<file path="config.mk">
export PLATFORM = sky130hd
export DESIGN_NAME = sample_capture_ctrl
export DESIGN_NICKNAME = d
export VERILOG_FILES = /design/src/rtl/sample_capture_ctrl.sv
export SDC_FILE = /design/constraint.sdc
export NUM_CORES = 1
export LEC_CHECK = 0
export CORE_ASPECT_RATIO = 0.7
export CORE_UTILIZATION = 56
export DETAILED_ROUTE_END_ITERATION = 8
export PLACE_DENSITY_LB_ADDON = 0.12
export SLEW_MARGIN = 20
export SYNTH_ARGS = -nofsm -noshare
export SYNTH_HDL_FRONTEND = slang
export SYNTH_SLANG_ARGS = --single-unit
export TNS_END_PERCENT = 1
</file>
<file path="constraint.sdc">
create_clock -name ACLK -period 3 [get_ports ACLK]
set_clock_uncertainty 0.1 [all_clocks]
set_input_delay 0.45 -clock ACLK [delete_from_list [all_inputs] [get_ports ACLK]]
set_output_delay 0.45 -clock ACLK [all_outputs]
set_load 0.03 [all_outputs]
</file>
<file path="src/rtl/sample_capture_ctrl.sv">
// sample_capture_ctrl: waits for a synchronised trigger, samples sample_in at a divided rate,
// packs PACK samples per word and pushes each word into the sampler FIFO.
module sample_capture_ctrl #(
   parameter int SAMPLE_WIDTH = 8,
   parameter int DATA_WIDTH   = 32,
   parameter int DIV_WIDTH    = 16,
   parameter int CNT_WIDTH    = 16
) (
   input  logic                    ACLK,
   input  logic                    ARESETN,
   input  logic                    enable,
   input  logic [DIV_WIDTH-1:0]    clk_div,
   input  logic [CNT_WIDTH-1:0]    word_limit,
   input  logic [SAMPLE_WIDTH-1:0] sample_in,
   input  logic                    trig_in,
   input  logic                    fifo_full,
   output logic                    fifo_wr_en,
   output logic [DATA_WIDTH-1:0]   fifo_wr_data,
   output logic                    busy,
   output logic                    done_pulse,
   output logic                    overflow,
   output logic [CNT_WIDTH-1:0]    words_done
);
   localparam int PACK = DATA_WIDTH / SAMPLE_WIDTH;
   localparam int IW   = (PACK > 1) ? $clog2(PACK) : 1;

   typedef enum logic [1:0] {IDLE, ARM, CAPTURE, DONE} state_t;

   state_t                state_q, state_d;
   logic [DIV_WIDTH-1:0]  div_l_q, div_l_d, div_q, div_d;
   logic [CNT_WIDTH-1:0]  lim_q, lim_d, words_q, words_d;
   logic [IW-1:0]         idx_q, idx_d;
   logic [DATA_WIDTH-1:0] word_q, word_d, pword_q, pword_d, hold_q, hold_d;
   logic                  pend_q, pend_d, ovf_q, ovf_d;
   logic [2:0]            trig_q;
   logic                  trig_edge, tick, last;

   // trig_q[0..1] form the synchroniser, trig_q[2] is the edge-detect history
   assign trig_edge    = trig_q[1] & ~trig_q[2];
   assign tick         = (state_q == CAPTURE) && (div_q == div_l_q);
   assign last         = idx_q == IW'(PACK - 1);
   assign fifo_wr_en   = pend_q & ~fifo_full;
   assign fifo_wr_data = fifo_wr_en ? pword_q : hold_q;
   assign hold_d       = fifo_wr_en ? pword_q : hold_q;
   assign done_pulse   = pend_q && (state_q == CAPTURE) && (lim_q != '0) &&
                         (words_q + CNT_WIDTH'(1) == lim_q);
   assign busy         = (state_q == ARM) || (state_q == CAPTURE);
   assign overflow     = ovf_q;
   assign words_done   = words_q;

   always_comb begin
      state_d = state_q;
      div_l_d = div_l_q;
      lim_d   = lim_q;
      div_d   = div_q;
      idx_d   = idx_q;
      word_d  = word_q;
      pword_d = pword_q;
      pend_d  = 1'b0;
      ovf_d   = ovf_q | (pend_q & fifo_full);
      words_d = (pend_q && !(&words_q)) ? words_q + CNT_WIDTH'(1) : words_q;
      if (tick) begin
         word_d[idx_q*SAMPLE_WIDTH +: SAMPLE_WIDTH] = sample_in;
         idx_d   = last ? '0 : idx_q + IW'(1);
         div_d   = '0;
         pend_d  = last & ~done_pulse;
         pword_d = last ? word_d : pword_q;
      end else if (state_q == CAPTURE) begin
         div_d = div_q + DIV_WIDTH'(1);
      end
      case (state_q)
         IDLE: if (enable) begin
            state_d = ARM;
            div_l_d = clk_div;
            lim_d   = word_limit;
            words_d = '0;
            idx_d   = '0;
            ovf_d   = 1'b0;
         end
         ARM: if (!enable) state_d = IDLE;
              else if (trig_edge) begin
                 state_d = CAPTURE;
                 div_d   = '0;
              end
         CAPTURE: if (!enable) begin
            state_d = IDLE;
            idx_d   = '0;
         end else if (done_pulse) state_d = DONE;
         DONE: if (!enable) state_d = IDLE;
         default: state_d = IDLE;
      endcase
   end

   always_ff @(posedge ACLK or negedge ARESETN) begin
      if (!ARESETN) begin
         state_q <= IDLE;
         div_l_q <= '0;
         lim_q   <= '0;
         div_q   <= '0;
         idx_q   <= '0;
         word_q  <= '0;
         pword_q <= '0;
         hold_q  <= '0;
         pend_q  <= 1'b0;
         ovf_q   <= 1'b0;
         words_q <= '0;
         trig_q  <= '0;
      end else begin
         state_q <= state_d;
         div_l_q <= div_l_d;
         lim_q   <= lim_d;
         div_q   <= div_d;
         idx_q   <= idx_d;
         word_q  <= word_d;
         pword_q <= pword_d;
         hold_q  <= hold_d;
         pend_q  <= pend_d;
         ovf_q   <= ovf_d;
         words_q <= words_d;
         trig_q  <= {trig_q[1:0], trig_in};
      end
   end
endmodule
</file>
==> results.py, run 1 <==
metrics = {
    "run_status": {
        "outcome": "complete, but fails checks",
        "violations": "negative setup slack",
    },
    "critical_path": {
        "crit_type": "reg -> out",
        "critPathRequiredTime_ns": 2.45,
        "crit_family": "compound AO/OA/AOI/OAI gates",
        "worstPathArrival_ns": 2.64,
        "end_kind": "output pin",
        "cp-start-kind": "flop",
        "path_buf_inv": 1,
        "worst-path-max-fanout": 7,
        "cp_slowest_cell": "or4_4",
        "critPathMaxStageDelay_ns": 0.53,
        "path_cells": "ha_4, nand3_4, or4_4, o311ai_4, a22oi_2, a2111oi_4, buf_6",
    },
    "placed_design": {
        "dpl.hpwl_um": 13210,
        "io_buffers": 96,
        "gp_congestion": 0.8964,
        "placedCellCount": 1055,
    },
    "final_layout": {
        "fin_cells": 1103,
        "drive_gt1_frac": 0.2026,
        "nFillCells": 1024,
        "antenna_cells": 0,
        "syn_to_final_growth_pct": 25.44,
        "nets": 957,
    },
    "logic_synthesis": {
        "ys_ff_latch": 169,
        "syn_avg_cell_area_um2": 10.40,
        "yosysMostFrequentCell": "dfrtp_1",
        "ys_warn_count": 0,
        "synthTopCellsByArea": "dfrtp_1 (52%), mux2_2 (9.0%), nand2_1 (7.1%)",
        "syn-cell-area_um2": 8145,
        "synth_ff_type": "dfrtp_1",
        "synth_top_cell_by_area": "dfrtp_1",
        "syn_nets": 840,
        "synth_edf_count": 0,
        "ys_top_cells_by_count": "dfrtp_1 (169), nand2_1 (155), mux2_2 (65)",
        "yosysSeqAreaShare": 0.5192,
        "ys_types": 62,
        "async_flop_share": 1.000,
        "synth_top_area_frac": 0.5192,
        "syn_inst": 783,
    },
    "cts": {
        "cts.clk_slew.worst_paths_ns": 0.07,
        "clockBufferDepth": 2,
        "cts_buffers": 17,
        "cts_tree": "done",
        "cts_root_buf": "clkbuf_16",
        "htreeDepth": 4,
        "cts.sinks": 169,
        "clk_latency_ns": 0.43,
    },
    "detailed_routing": {
        "via_count": 6160,
        "routedWlPerCell_um": 17.40,
        "dr.pass1.iters": 5,
        "viasPerCell": 5.585,
        "drc": 0,
        "wl_um": 19190,
        "drtIter0Drc": 443,
        "drt.antenna.violating_nets": 0,
    },
    "power": {
        "power.density_nw_per_um2": 611.3,
        "internal_power_mw": 4.414,
        "p_comb_frac": 0.199,
        "max-vdd-ir-drop_v": 0.0004470,
        "clockPowerShare": 0.353,
        "pwr-share-seq": 0.449,
        "p_leak_nw": 4.863,
        "switchingPower_mw": 1.832,
        "p_sw_frac": 0.2933,
    },
    "global_routing": {
        "grt_pass1_wl_um": 30720,
        "gr-total-overflow": 0,
        "use_met3": 0.07080,
        "use_met2": 0.4055,
        "track_usage": 0.2670,
        "gr-max-usage-layer": "met2",
        "grt_use_met1": 0.3815,
        "antenna_found_initial": 0,
        "grt_max_degree": 108,
        "grt_pass1_vias": 5905,
    },
    "sta": {
        "drv_slew": 0,
        "setup_ws_ns": -0.1892,
        "fin_crit_sh": 1.063,
        "finalHoldViolCount": 0,
        "timing.slew.headroom": 0.4048,
        "timing.final.crit_period_ns": 3.189,
        "max_slew.worst_pin.slew_ns": 0.8927,
        "rsz0062_at_grt": "true",
        "setup_viol": 1,
        "fmax_mhz": 313.6,
        "setup-tns-final_ns": -0.1892,
    },
    "min_path": {
        "hp-class": "reg -> reg",
    },
    "die": {
        "rows": 36,
        "io_pins": 97,
        "chipHeight_um": 102.9,
        "die_w_um": 146.2,
        "core_area_um2": 14050,
        "die-area_um2": 15040,
        "start_util": 0.5796,
    },
    "flow_run": {
        "cap_viol_max_count": 0,
    },
}
-- repair_timing --
item | CTS | global route
pin swaps | 0 | 7
cloned | 0 | 1
resized for setup | 9 | 32
endpoints found under the setup margin | 2 | 21
hold endpoints to repair | 29 | 0
hold buffers | 1 | 0
setup buffers | 0 | 14
-- cell type report --
type	count	area, um^2	share of cell area
Clock inverter	14	162.7	0.01592
Clock buffer	18	429.2	0.04200
Timing Repair Buffer	137	1326	0.1298
Tap cell	190	237.7	0.02327
Multi-Input combinational cell	565	3782	0.3702
Inverter	10	37.54	0.003674
Sequential cell	169	4242	0.4151
-- placed cells by master, fill, tap and decap left out, drive strengths merged, types with 3 or more instances in the layout --
cell type	count
dfrtp	169
nand2	156
mux2	65
clkdlybuf4s50	65
buf	51
nor2	41
o21ai	40
a21oi	39
nor2b	38
xor2	35
xnor2	28
nand3	21
dlymetal6s2s	20
clkbuf	18
inv	15
nand4	13
ha	12
nor4	11
and3	8
o211ai	5
and4	4
mux2i	4
clkinv	4
nor3	3
nand2b	3
clkinvlp	3
and2	3
a31oi	3
a2111oi	3
or4	3
-- final timing paths --
check	from	end	slack (ns)	cells after the start
min	trig_q[0]	trig_q[1]	0.29	0
max in group asynchronous	ARESETN	words_done[10]	1.57	3
max	words_done[1]	done_pulse	-0.19	7
min in group asynchronous	ARESETN	div_q[11]	0.34	2
max reg2reg	div_q[2]	word_q[11]	0.21	7
min reg2reg	trig_q[0]	trig_q[1]	0.29	0
-- per-layer routing --
layer	vias to the layer above	share of wire
met5	-	0
li1	2904	-
met2	203	0.45
met3	21	0.065
met1	3032	0.47
met4	0	0.010
-- sequential cells by signal (all words and copies together), names as in the netlist --
| signal | count |
|---|---|
| pend_q | 1 |
| trig_q | 3 |
| hold_q | 32 |
| div_l_q | 16 |
| idx_q | 2 |
| div_q | 16 |
| pword_q | 32 |
| state_q | 2 |
| word_q | 32 |
| overflow | 1 |
| words_done | 16 |
| lim_q | 16 |
-- power groups by stage --
stage               Clock [mW]  Combinational (mW)  Sequential [mW]
detailed placement           0                1.21             2.84
CTS                       2.24                1.22             2.80
global route              2.34                1.36             2.84
global placement             0                1.17             2.83
floorplan                    0               0.884             2.76
finish                    2.20                1.24             2.80
-- kinds of logic (layout without fill, tap and decap cells) --
logic type	Yosys count	in the layout	share of synthesized area
muxes	69	69	0.09478
xor gates and xnor gates	63	63	0.06774
DFF	169	169	0.5192
and+or+nand+nor	315	316	0.1934
AOI/OAI and AO/OA	105	105	0.07896
buffers and inverters	50	179	0.02750
adders and majority gates	12	12	0.01843
-- per-stage QoR --
stage	utilization	power (mW)	setup WS [ns]	hold WS (ns)	cell area, um^2
2_1_floorplan	-	3.642	0.07648	0.05441	8160
3_3_place_gp	0.6670	3.998	0.1716	0.2314	9374
3_5_place_dp	0.6670	4.045	0.06075	0.2352	9374
4_1_cts	0.7123	6.259	-0.2412	0.2816	10010
5_1_grt	0.7270	6.533	-0.2693	0.2864	10220
6_report	0.7270	6.246	-0.1892	0.2884	10220
(Power assumes the default switching activity.)
==> inputs of run 2 (changes only) <==
--- a/config.mk
+++ b/config.mk
@@ -5,8 +5,10 @@
 export SDC_FILE = /design/constraint.sdc
 export NUM_CORES = 1
 export LEC_CHECK = 0
+export CELL_PAD_IN_SITES_DETAIL_PLACEMENT = 0
+export CELL_PAD_IN_SITES_GLOBAL_PLACEMENT = 1
 export CORE_ASPECT_RATIO = 0.7
-export CORE_UTILIZATION = 56
+export CORE_UTILIZATION = 44
 export DETAILED_ROUTE_END_ITERATION = 8
 export PLACE_DENSITY_LB_ADDON = 0.12
 export SLEW_MARGIN = 20
==> results.py, run 2 (synthesis gave the netlist of run 1 again) <==
metrics = {
    "run_status": {
        "outcome": "complete, but fails checks",
        "violations": "negative setup slack",
    },
    "final_layout": {
        "nets": 954,
        "drive_gt1_frac": 0.2132,
        "syn_to_final_growth_pct": 25.02,
        "layout_common_cells": "dfrtp_1 (159), nand2_1 (154), clkdlybuf4s50_1 (72), mux2_2 (65), buf_4 (57)",
        "antenna_cells": 0,
        "layout.cells.most_common": "dfrtp_1",
        "fin_cells": 1146,
        "top_regs": "hold_q: 32 flops, pword_q: 32 flops, word_q: 32 flops",
        "nFillCells": 1560,
    },
    "sta": {
        "setup_viol": 1,
        "whs_ns": 0.2805,
        "setup_ws_ns": -0.2749,
        "max_slew.worst_pin.slew_ns": 0.6258,
        "fin_crit_sh": 1.092,
        "timing.final.crit_period_ns": 3.275,
        "timing.slew.headroom": 0.5828,
        "rsz0062_at_grt": "true",
        "finalHoldViolCount": 0,
        "fmax_mhz": 305.3,
        "drv_slew": 0,
    },
    "critical_path": {
        "critPathMaxStageDelay_ns": 0.43,
        "cp_common_cell": "nand3_1",
        "worstPathArrival_ns": 2.72,
        "worst-path-max-fanout": 8,
        "path_cells": "ha_4, nand3_4, o31ai_1, nand3_1, nor4_1, nand3_1, a2111oi_4, buf_4",
        "crit_type": "reg -> out",
        "cp-start-kind": "flop",
        "cp_slowest_cell": "o31ai_1",
        "path_buf_inv": 1,
        "end_kind": "output pin",
        "crit_family": "simple AND/OR/NAND/NOR gates",
        "critPathRequiredTime_ns": 2.45,
    },
    "global_routing": {
        "grt_max_degree": 65,
        "gr-total-overflow": 0,
        "antenna_found_initial": 0,
        "grt_pass1_wl_um": 31730,
        "grt_pass1_vias": 5960,
        "track_usage": 0.2178,
    },
    "die": {
        "chipHeight_um": 115.8,
        "core_area_um2": 18060,
        "die_w_um": 164.6,
        "rows": 41,
        "start_util": 0.4511,
        "io_pins": 97,
        "die-area_um2": 19070,
    },
    "power": {
        "max-vdd-ir-drop_v": 0.0003294,
        "p_leak_nw": 4.516,
        "power.total_mw": 6.296,
        "power.density_nw_per_um2": 618.3,
    },
    "detailed_routing": {
        "routedWlPerCell_um": 16.68,
        "drt.antenna.violating_nets": 0,
        "drtIter0Drc": 363,
        "viasPerCell": 5.232,
        "dr.pass1.iters": 5,
        "drc": 0,
        "via_count": 5996,
        "wl_um": 19120,
    },
    "cts": {
        "cts.clk_slew.worst_paths_ns": 0.07,
        "cts.sinks": 169,
        "htreeDepth": 4,
        "clockBufferDepth": 2,
        "cts_buffers": 17,
        "cts_root_buf": "clkbuf_16",
        "cts_tree": "done",
        "clk_latency_ns": 0.43,
    },
    "placed_design": {
        "io_buffers": 96,
        "gp_congestion": 0.9024,
        "dpl.hpwl_um": 13600,
        "placedCellCount": 1104,
    },
    "flow_run": {
        "cap_viol_max_count": 0,
    },
    "min_path": {
        "hp-class": "reg -> reg",
    },
}
[run 2: cell types whose count changed in the layout (fill, tap and decap cells not counted), sizes merged]
cell	previous run	this run
buf	51	62
clkdlybuf4s50	65	72
clkinv	4	2
dlymetal6s2s	20	0
inv	15	17
nand3	21	20
[run 2: path summary, 6_finish.rpt]
path	cells past startpoint	from	endpoint	slack [ns]
max reg2reg	7	div_q[2]	word_q[2]	0.26
max in group asynchronous	3	ARESETN	pword_q[8]	1.54
max	8	words_done[0]	done_pulse	-0.27
min in group asynchronous	2	ARESETN	words_done[4]	0.48
min reg2reg	0	trig_q[1]	trig_q[2]	0.28
min	0	trig_q[1]	trig_q[2]	0.28
[run 2: layout make-up]
cell class | instances | area [um^2] | share of cell area
multi-input cells | 564 | 3779 | 0.3711
inverters | 10 | 37.54 | 0.003686
clock buffers | 18 | 429.2 | 0.04214
well taps | 236 | 295.3 | 0.02900
repair buffers | 135 | 1241 | 0.1219
clock inverters | 14 | 160.2 | 0.01573
flip-flops and latches | 169 | 4242 | 0.4165
[run 2: worst register-to-register path: stages (launching register included)]
cell     delay (ns)
dfrtp_1        0.44
xor2_1         0.20
nor4_1         0.31
nand4_1        0.18
or4_1          0.74
nor2b_1        0.51
nand2_1        0.12
nand2_1        0.10
[run 2: stage by stage]
step,utilization,setup TNS (ns),setup WS [ns],cell area [um^2]
floorplan,-,0,0.07648,8160
finish,0.5640,-0.2749,-0.2749,10180
CTS,0.5582,-0.3062,-0.3062,10080
global placement,0.5225,0,0.1256,9434
detailed placement,0.5225,0,0.06680,9434
global route,0.5640,-0.2923,-0.2923,10180
[run 2: power breakdown]
group / internal, mW / switching [mW] / total (mW)
registers: 2.54 / 0.272 / 2.81
logic: 0.640 / 0.627 / 1.27
clock network: 1.25 / 0.972 / 2.22
total: 4.43 / 1.87 / 6.30
[run 2: metal layers]
metal  vias to the layer above  share of wire  global-route usage
met5                         -              0                   0
li1                       2910              -                   -
met3                        20          0.041             0.04259
met1                      2945           0.52              0.3267
met4                         0          0.013             0.06850
met2                       121           0.43              0.3165
[run 2: repair_timing]
item,4_1_cts,5_1_grt
gates resized for setup,12,10
pin swaps,0,9
hold endpoints to repair,60,0
setup endpoints to repair,1,1
buffers inserted,0,9
hold buffers,1,0
